File: src/rtl/ifid_skid_stage_if.sv
`default_nettype none
// ---------------------------------------------------------------------------
// Module   : ifid_skid_stage_if
// Brief    : Fetch/decode handshake and payload bundle for the IF/ID skid stage.
// Revision : 1.0 - initial release
// ---------------------------------------------------------------------------
interface ifid_skid_stage_if #(
   parameter int PC_W    = 16,
   parameter int INSTR_W = 16,
   parameter int OPC_W   = 3,
   parameter int REG_W   = 3,
   parameter int FUNCT_W = 4,
   parameter int FCNT_W  = 8
);
   logic               in_valid_i;
   logic               in_ready_o;
   logic [PC_W-1:0]    next_pc_i;
   logic [INSTR_W-1:0] instr_i;
   logic               flush_i;
   logic               out_valid_o;
   logic               out_ready_i;
   logic [PC_W-1:0]    next_pc_o;
   logic [OPC_W-1:0]   opcode_o;
   logic [REG_W-1:0]   rs_o;
   logic [REG_W-1:0]   rt_o;
   logic [REG_W-1:0]   rd_o;
   logic [FUNCT_W-1:0] funct_o;
   logic [1:0]         occupancy_o;
   logic [FCNT_W-1:0]  flush_cnt_o;

   // The stage itself
   modport slave (
      input  in_valid_i, next_pc_i, instr_i, flush_i, out_ready_i,
      output in_ready_o, out_valid_o, next_pc_o, opcode_o, rs_o, rt_o, rd_o,
             funct_o, occupancy_o, flush_cnt_o
   );

   // The environment driving fetch and decode sides
   modport master (
      output in_valid_i, next_pc_i, instr_i, flush_i, out_ready_i,
      input  in_ready_o, out_valid_o, next_pc_o, opcode_o, rs_o, rt_o, rd_o,
             funct_o, occupancy_o, flush_cnt_o
   );
endinterface
`default_nettype wire

File: src/rtl/ifid_skid_stage.sv
`default_nettype none
// ---------------------------------------------------------------------------
// Module   : ifid_skid_stage
// Brief    : IF/ID stage as a two-entry ready/valid skid buffer with field split,
//            synchronous flush, occupancy and saturating flush-event counter.
// Revision : 1.0 - initial release
// ---------------------------------------------------------------------------
module ifid_skid_stage #(
   parameter int PC_W    = 16,
   parameter int INSTR_W = 16,
   parameter int OPC_W   = 3,
   parameter int REG_W   = 3,
   parameter int FUNCT_W = 4,
   parameter int FCNT_W  = 8
) (
   input  wire logic         clk_i,
   input  wire logic         rst_n,
   ifid_skid_stage_if.slave  bus
);

   generate
      if (INSTR_W != OPC_W + 3*REG_W + FUNCT_W) begin : g_bad_width
         $error("ifid_skid_stage: INSTR_W must equal OPC_W + 3*REG_W + FUNCT_W");
      end
   endgenerate

   localparam logic [FCNT_W-1:0] FCNT_ONE = 1;

   typedef struct packed {
      logic [PC_W-1:0]    pc;
      logic [OPC_W-1:0]   opcode;
      logic [REG_W-1:0]   rs;
      logic [REG_W-1:0]   rt;
      logic [REG_W-1:0]   rd;
      logic [FUNCT_W-1:0] funct;
   } entry_t;

   logic              out_valid, out_valid_d;
   logic              skid_valid, skid_valid_d;
   entry_t            out_q, out_d;
   entry_t            skid_q, skid_d;
   logic [FCNT_W-1:0] fcnt, fcnt_d;
   entry_t            in_fields;
   logic              in_ready;
   logic              accept;
   logic              pop;

   // Ready is purely registered so there is no ready path back from decode
   assign in_ready = ~skid_valid;
   assign accept   = bus.in_valid_i & in_ready;
   assign pop      = out_valid & bus.out_ready_i;

   always_comb begin
      in_fields        = '0;
      in_fields.pc     = bus.next_pc_i;
      in_fields.opcode = bus.instr_i[INSTR_W-1 -: OPC_W];
      in_fields.rs     = bus.instr_i[INSTR_W-OPC_W-1 -: REG_W];
      in_fields.rt     = bus.instr_i[INSTR_W-OPC_W-REG_W-1 -: REG_W];
      in_fields.rd     = bus.instr_i[INSTR_W-OPC_W-2*REG_W-1 -: REG_W];
      in_fields.funct  = bus.instr_i[FUNCT_W-1:0];
   end

   always_comb begin
      out_valid_d  = out_valid;
      skid_valid_d = skid_valid;
      out_d        = out_q;
      skid_d       = skid_q;
      fcnt_d       = fcnt;
      if (bus.flush_i) begin
         out_valid_d  = 1'b0;
         skid_valid_d = 1'b0;
         out_d        = '0;
         skid_d       = '0;
         if ((out_valid || skid_valid) && (fcnt != '1)) begin
            fcnt_d = fcnt + FCNT_ONE;
         end
      end else if (skid_valid) begin
         if (pop) begin
            out_d        = skid_q;
            skid_valid_d = 1'b0;
            skid_d       = '0;
         end
      end else if (accept && (!out_valid || pop)) begin
         out_d       = in_fields;
         out_valid_d = 1'b1;
      end else if (accept) begin
         skid_d       = in_fields;
         skid_valid_d = 1'b1;
      end else if (pop) begin
         // Zeroed payload lets a bubble decode as a NOP
         out_valid_d = 1'b0;
         out_d       = '0;
      end
   end

   always_ff @(posedge clk_i or negedge rst_n) begin
      if (!rst_n) begin
         out_valid  <= 1'b0;
         skid_valid <= 1'b0;
         out_q      <= '0;
         skid_q     <= '0;
         fcnt       <= '0;
      end else begin
         out_valid  <= out_valid_d;
         skid_valid <= skid_valid_d;
         out_q      <= out_d;
         skid_q     <= skid_d;
         fcnt       <= fcnt_d;
      end
   end

   assign bus.in_ready_o  = in_ready;
   assign bus.out_valid_o = out_valid;
   assign bus.next_pc_o   = out_q.pc;
   assign bus.opcode_o    = out_q.opcode;
   assign bus.rs_o        = out_q.rs;
   assign bus.rt_o        = out_q.rt;
   assign bus.rd_o        = out_q.rd;
   assign bus.funct_o     = out_q.funct;
   assign bus.occupancy_o = {1'b0, out_valid} + {1'b0, skid_valid};
   assign bus.flush_cnt_o = fcnt;

endmodule
`default_nettype wire

File: src/flat_wrapper.sv
// flat-port wrapper written by rule: the top's interface ports become plain ports
module ifid_skid_stage_flat 
#(
   parameter int PC_W    = 16,
   parameter int INSTR_W = 16,
   parameter int OPC_W   = 3,
   parameter int REG_W   = 3,
   parameter int FUNCT_W = 4,
   parameter int FCNT_W  = 8
)
  (clk_i, rst_n, bus_in_valid_i, bus_next_pc_i, bus_instr_i, bus_flush_i, bus_out_ready_i, bus_in_ready_o, bus_out_valid_o, bus_next_pc_o, bus_opcode_o, bus_rs_o, bus_rt_o, bus_rd_o, bus_funct_o, bus_occupancy_o, bus_flush_cnt_o);
  ifid_skid_stage_if #(.PC_W(PC_W), .INSTR_W(INSTR_W), .OPC_W(OPC_W), .REG_W(REG_W), .FUNCT_W(FUNCT_W), .FCNT_W(FCNT_W)) bus_i ();
  input  wire logic clk_i;
  input  wire logic rst_n;
  input wire logic [$bits(bus_i.in_valid_i)-1:0] bus_in_valid_i;
  input wire logic [$bits(bus_i.next_pc_i)-1:0] bus_next_pc_i;
  input wire logic [$bits(bus_i.instr_i)-1:0] bus_instr_i;
  input wire logic [$bits(bus_i.flush_i)-1:0] bus_flush_i;
  input wire logic [$bits(bus_i.out_ready_i)-1:0] bus_out_ready_i;
  output wire logic [$bits(bus_i.in_ready_o)-1:0] bus_in_ready_o;
  output wire logic [$bits(bus_i.out_valid_o)-1:0] bus_out_valid_o;
  output wire logic [$bits(bus_i.next_pc_o)-1:0] bus_next_pc_o;
  output wire logic [$bits(bus_i.opcode_o)-1:0] bus_opcode_o;
  output wire logic [$bits(bus_i.rs_o)-1:0] bus_rs_o;
  output wire logic [$bits(bus_i.rt_o)-1:0] bus_rt_o;
  output wire logic [$bits(bus_i.rd_o)-1:0] bus_rd_o;
  output wire logic [$bits(bus_i.funct_o)-1:0] bus_funct_o;
  output wire logic [$bits(bus_i.occupancy_o)-1:0] bus_occupancy_o;
  output wire logic [$bits(bus_i.flush_cnt_o)-1:0] bus_flush_cnt_o;
  assign bus_i.in_valid_i = bus_in_valid_i;
  assign bus_i.next_pc_i = bus_next_pc_i;
  assign bus_i.instr_i = bus_instr_i;
  assign bus_i.flush_i = bus_flush_i;
  assign bus_i.out_ready_i = bus_out_ready_i;
  assign bus_in_ready_o = bus_i.in_ready_o;
  assign bus_out_valid_o = bus_i.out_valid_o;
  assign bus_next_pc_o = bus_i.next_pc_o;
  assign bus_opcode_o = bus_i.opcode_o;
  assign bus_rs_o = bus_i.rs_o;
  assign bus_rt_o = bus_i.rt_o;
  assign bus_rd_o = bus_i.rd_o;
  assign bus_funct_o = bus_i.funct_o;
  assign bus_occupancy_o = bus_i.occupancy_o;
  assign bus_flush_cnt_o = bus_i.flush_cnt_o;
  ifid_skid_stage #(.PC_W(PC_W), .INSTR_W(INSTR_W), .OPC_W(OPC_W), .REG_W(REG_W), .FUNCT_W(FUNCT_W), .FCNT_W(FCNT_W)) u_core (.clk_i(clk_i), .rst_n(rst_n), .bus(bus_i));
endmodule
File: config.mk
export PLATFORM = sky130hd
export DESIGN_NAME = ifid_skid_stage_flat
export DESIGN_NICKNAME = d
export VERILOG_FILES = /design/src/rtl/ifid_skid_stage_if.sv /design/src/rtl/ifid_skid_stage.sv /design/src/flat_wrapper.sv
export SDC_FILE = /design/constraint.sdc
export NUM_CORES = 1
export LEC_CHECK = 0
export CORE_MARGIN = 5
export CORE_UTILIZATION = 45
export CTS_BUF_LIST = sky130_fd_sc_hd__clkbuf_2
export DETAILED_ROUTE_END_ITERATION = 8
export GPL_TIMING_DRIVEN = 0
export PLACE_DENSITY = 0.83
export SKIP_LAST_GASP = 1
export SYNTH_ARGS = -nofsm -noshare
export SYNTH_HDL_FRONTEND = slang
export SYNTH_SLANG_ARGS = --single-unit
File: constraint.sdc
create_clock -name clk_i -period 1.4 [get_ports clk_i]
set_input_delay 0.35 -clock clk_i [delete_from_list [all_inputs] [get_ports clk_i]]
set_output_delay 0.35 -clock clk_i [all_outputs]
set_load 0.05 [all_outputs]
==> metrics <==
result of the run finished with violations; violated checks setup timing; top-area cell type share of the netlist area 0.606; Worst Path Class, Setup flip-flop to output pin; worst IR drop on VDD 1.00 mV; worst path cell trace clkinvlp_4 -> ha_4 -> buf_8; core footprint 6720 sq um; number of enable flip-flop cells after synthesis 0; Initial Util 0.455; most area-hungry cell type in the Yosys netlist sky130_fd_sc_hd__dfrtp_1; fillers 403; vias in the first global route 2954; floorplan die width 92.4 um; final count of negative-setup-slack endpoints 116; number of CTS-inserted buffers 9; final period utilization 1.29; area growth from synthesis to final layout 76.8%; Post-DRT Antenna Nets 0; Highest Signal Layer met4; most common cell after layout, fill and taps aside sky130_fd_sc_hd__dfrtp_1; DR vias 2870; routability congestion estimate from global placement 0.793; All-Layer GR Usage 0.217; post-CTS clock slew at the launch and capture registers of the worst setup and hold paths 0.20 ns; fraction of registers with async set or reset after synthesis 1.00; class of the tightest hold or removal check input pin to flip-flop; antenna violations before repair 0; Top FF cell, synth sky130_fd_sc_hd__dfrtp_1; buffer and inverter count on the worst path 2; detailed route wirelength on metal2 4980 um; element type at the critical path start flip-flop; maximum operating frequency 0.553 GHz; number of cells on the worst hold path 2; standard-cell row count 30; number of antenna cells inserted 0; cell chosen for the clock root sky130_fd_sc_hd__clkbuf_2; cell family contributing the most delay on the critical path flip-flops; clk buf depth 2; Die Span Y 92.4 um; Reg2Reg Capture Point u_core.bus.next_pc_o[14]; post-route non-filler standard cell count 503; number of buffers added on ports 80; syn nets 305; time the final worst path needs with I/O delays and setup 1.81 ns; sequential-to-total area share from yosys stat 0.606; crit end category output pin; Vias/cell 5.71; largest fanout of any net on the critical path 3; worst r2r src u_core.bus.out_valid_o; WL final 9470 um; Final Hold Fails 0; RSZ-0062 raised after global routing yes; area of combinational cells with multiple inputs 1520 sq um; total power 7.21 mW; flops & latches, synth 74; Worst Min Path Start bus_instr_i[12]; wire length of the first global-routing pass 14700 um; pin count of the biggest net entering global routing 75; share of final-layout standard cells stronger than drive strength 1 0.534; depth of the most critical reg-to-reg path 9; HPWL after detailed placement 5080 um; routed wire length on met3 489 um; floorplan die area 8540 sq um; worst clock skew 0.0361 ns; critical path data arrival time 1.46 ns; wire length on met1 3890 um; count of unique library cells instantiated by Yosys 28; total congestion overflow 0; slowest stage cell on the critical path sky130_fd_sc_hd__dfrtp_2; commonest non-fill, non-tap cells in the layout sky130_fd_sc_hd__dfrtp_1, sky130_fd_sc_hd__buf_6, sky130_fd_sc_hd__buf_4; final count of pins violating max slew 0; routed len/inst 18.8 um; CTS tree done; CTS sink cnt 74; smallest setup slack after layout -0.410 ns; register cell area after layout 1860 sq um; Worst slew margin 0.389; clock latency at the later pin of the worst-skew pair 0.49 ns; biggest area contributors in the synthesized netlist sky130_fd_sc_hd__dfrtp_1, sky130_fd_sc_hd__a22o_1, sky130_fd_sc_hd__a22oi_1; Remaining DRCs 0; Synth Instances 265; Net count, final 459; destination of the worst hold path u_core.skid_q[12]; num ports 81; Initial DRC Count 110; static leakage power 2.42 nW; minimum setup slack among reg-to-reg paths -0.35 ns; H-tree Lvls 3; total standard cell area after synthesis 3060 sq um; number of cells after detailed placement 425; warnings from Yosys 0; maximum capacitance violations 0; transition at the pin with the smallest max-transition slack 0.917 ns; Synth Area per Inst 11.5 sq um; Pwr per Cell Area 1330 nW/um^2; Worst path max stage delay 0.45 ns; detailed-routing iteration count for the pre-antenna-repair pass 4; required time of the critical path 1.05 ns
-- logic make-up (layout without fill, tap and decap cells) --
logic type	count (synthesis)	after routing	share of synthesized area
AO/OA/AOI/OAI	107	107	0.243
flip-flops	74	74	0.606
AND/OR/NAND/NOR	54	54	0.0819
buffers and inverters	21	179	0.0381
XOR/XNOR	4	4	0.0115
adder cells (fa/ha/maj)	3	3	0.0123
multiplexers	2	2	0.00737
-- metal layers --
layer  up-vias  track usage
met5         -            0
met4         0       0.0644
met3        13       0.0349
met2       106        0.378
met1      1461        0.276
li1       1290            -
-- cell usage after synthesis, types with 2 or more instances --
master	count
sky130_fd_sc_hd__nand3_1	2
sky130_fd_sc_hd__buf_4	3
sky130_fd_sc_hd__xnor2_1	2
sky130_fd_sc_hd__o21ai_0	3
sky130_fd_sc_hd__dfrtp_1	74
sky130_fd_sc_hd__a22o_1	32
sky130_fd_sc_hd__nor2_1	35
sky130_fd_sc_hd__nand2b_1	3
sky130_fd_sc_hd__buf_2	3
sky130_fd_sc_hd__nand2_1	3
sky130_fd_sc_hd__clkbuf_1	9
sky130_fd_sc_hd__nand4_1	3
sky130_fd_sc_hd__buf_6	3
sky130_fd_sc_hd__inv_1	3
sky130_fd_sc_hd__or2_2	2
sky130_fd_sc_hd__a21oi_1	38
sky130_fd_sc_hd__a22oi_1	32
sky130_fd_sc_hd__xor2_1	2
sky130_fd_sc_hd__ha_1	3
sky130_fd_sc_hd__mux2_2	2
-- sequential cells by signal, summed over array words and instances, names as in the netlist --
| name | cells |
|---|---|
| u_core.bus.next_pc_o | 16 |
| u_core.bus.out_valid_o | 1 |
| u_core.skid_q | 32 |
| u_core.bus.flush_cnt_o | 8 |
| u_core.bus.rt_o | 3 |
| u_core.bus.rd_o | 3 |
| u_core.skid_valid | 1 |
| u_core.bus.funct_o | 4 |
| u_core.bus.opcode_o | 3 |
| u_core.bus.rs_o | 3 |
-- layout make-up --
type,instances,share of cell area
buffer,18,0.0465
clock buffer,10,0.00926
clock inverter,5,0.0192
inverter,3,0.00278
multi-input combinational,170,0.282
sequential,74,0.344
tap,80,0.0185
timing repair buffer,143,0.278
-- metrics by stage --
| stage | hold WS [ns] | TNS (ns) | instance area [sq um] | worst slack (ns) | utilization |
|---|---|---|---|---|---|
| after floorplan | 0.0544 | -7.50 | 3090 | -0.465 | - |
| after global placement | 0.489 | -236.17 | 3990 | -2.75 | 0.593 |
| after detailed placement | 0.492 | -52.53 | 3990 | -0.767 | 0.593 |
| after CTS | 0.448 | -22.92 | 5090 | -0.420 | 0.758 |
| after global routing | 0.410 | -31.09 | 5400 | -0.523 | 0.804 |
| final | 0.485 | -22.52 | 5400 | -0.410 | 0.804 |
-- worst max path at each step --
stage                 startpoint                        end  slack [ns]  cells after the start
2_1_floorplan  u_core.skid_valid  u_core.bus.flush_cnt_o[6]       -0.47                      6
6_report       u_core.skid_valid         bus_occupancy_o[0]       -0.41                      3
3_5_place_dp      bus_in_valid_i   u_core.bus.next_pc_o[12]       -0.77                      6
4_1_cts        u_core.skid_valid         bus_occupancy_o[0]       -0.42                      3
5_1_grt        u_core.skid_valid         bus_occupancy_o[0]       -0.52                      3
3_3_place_gp               rst_n     u_core.bus.out_valid_o       -2.75                      1
-- power by group --
part / internal (mW) / switching (mW) / leakage [nW]
clock: 0.769 / 0.764 / 0.0920
sequential: 2.40 / 0.248 / 0.966
combinational: 1.38 / 1.66 / 1.36
total: 4.55 / 2.67 / 2.42
-- timing repair --
item / CTS / global route
gates cloned: 9 / 0
buffers inserted: 34 / 22
endpoints found under the hold margin: 43 / 0
setup endpoints to repair: 117 / 118
pin swaps: 25 / 29
resized for setup: 437 / 41
hold buffers: 1 / 0
(Power assumes the default switching activity.)
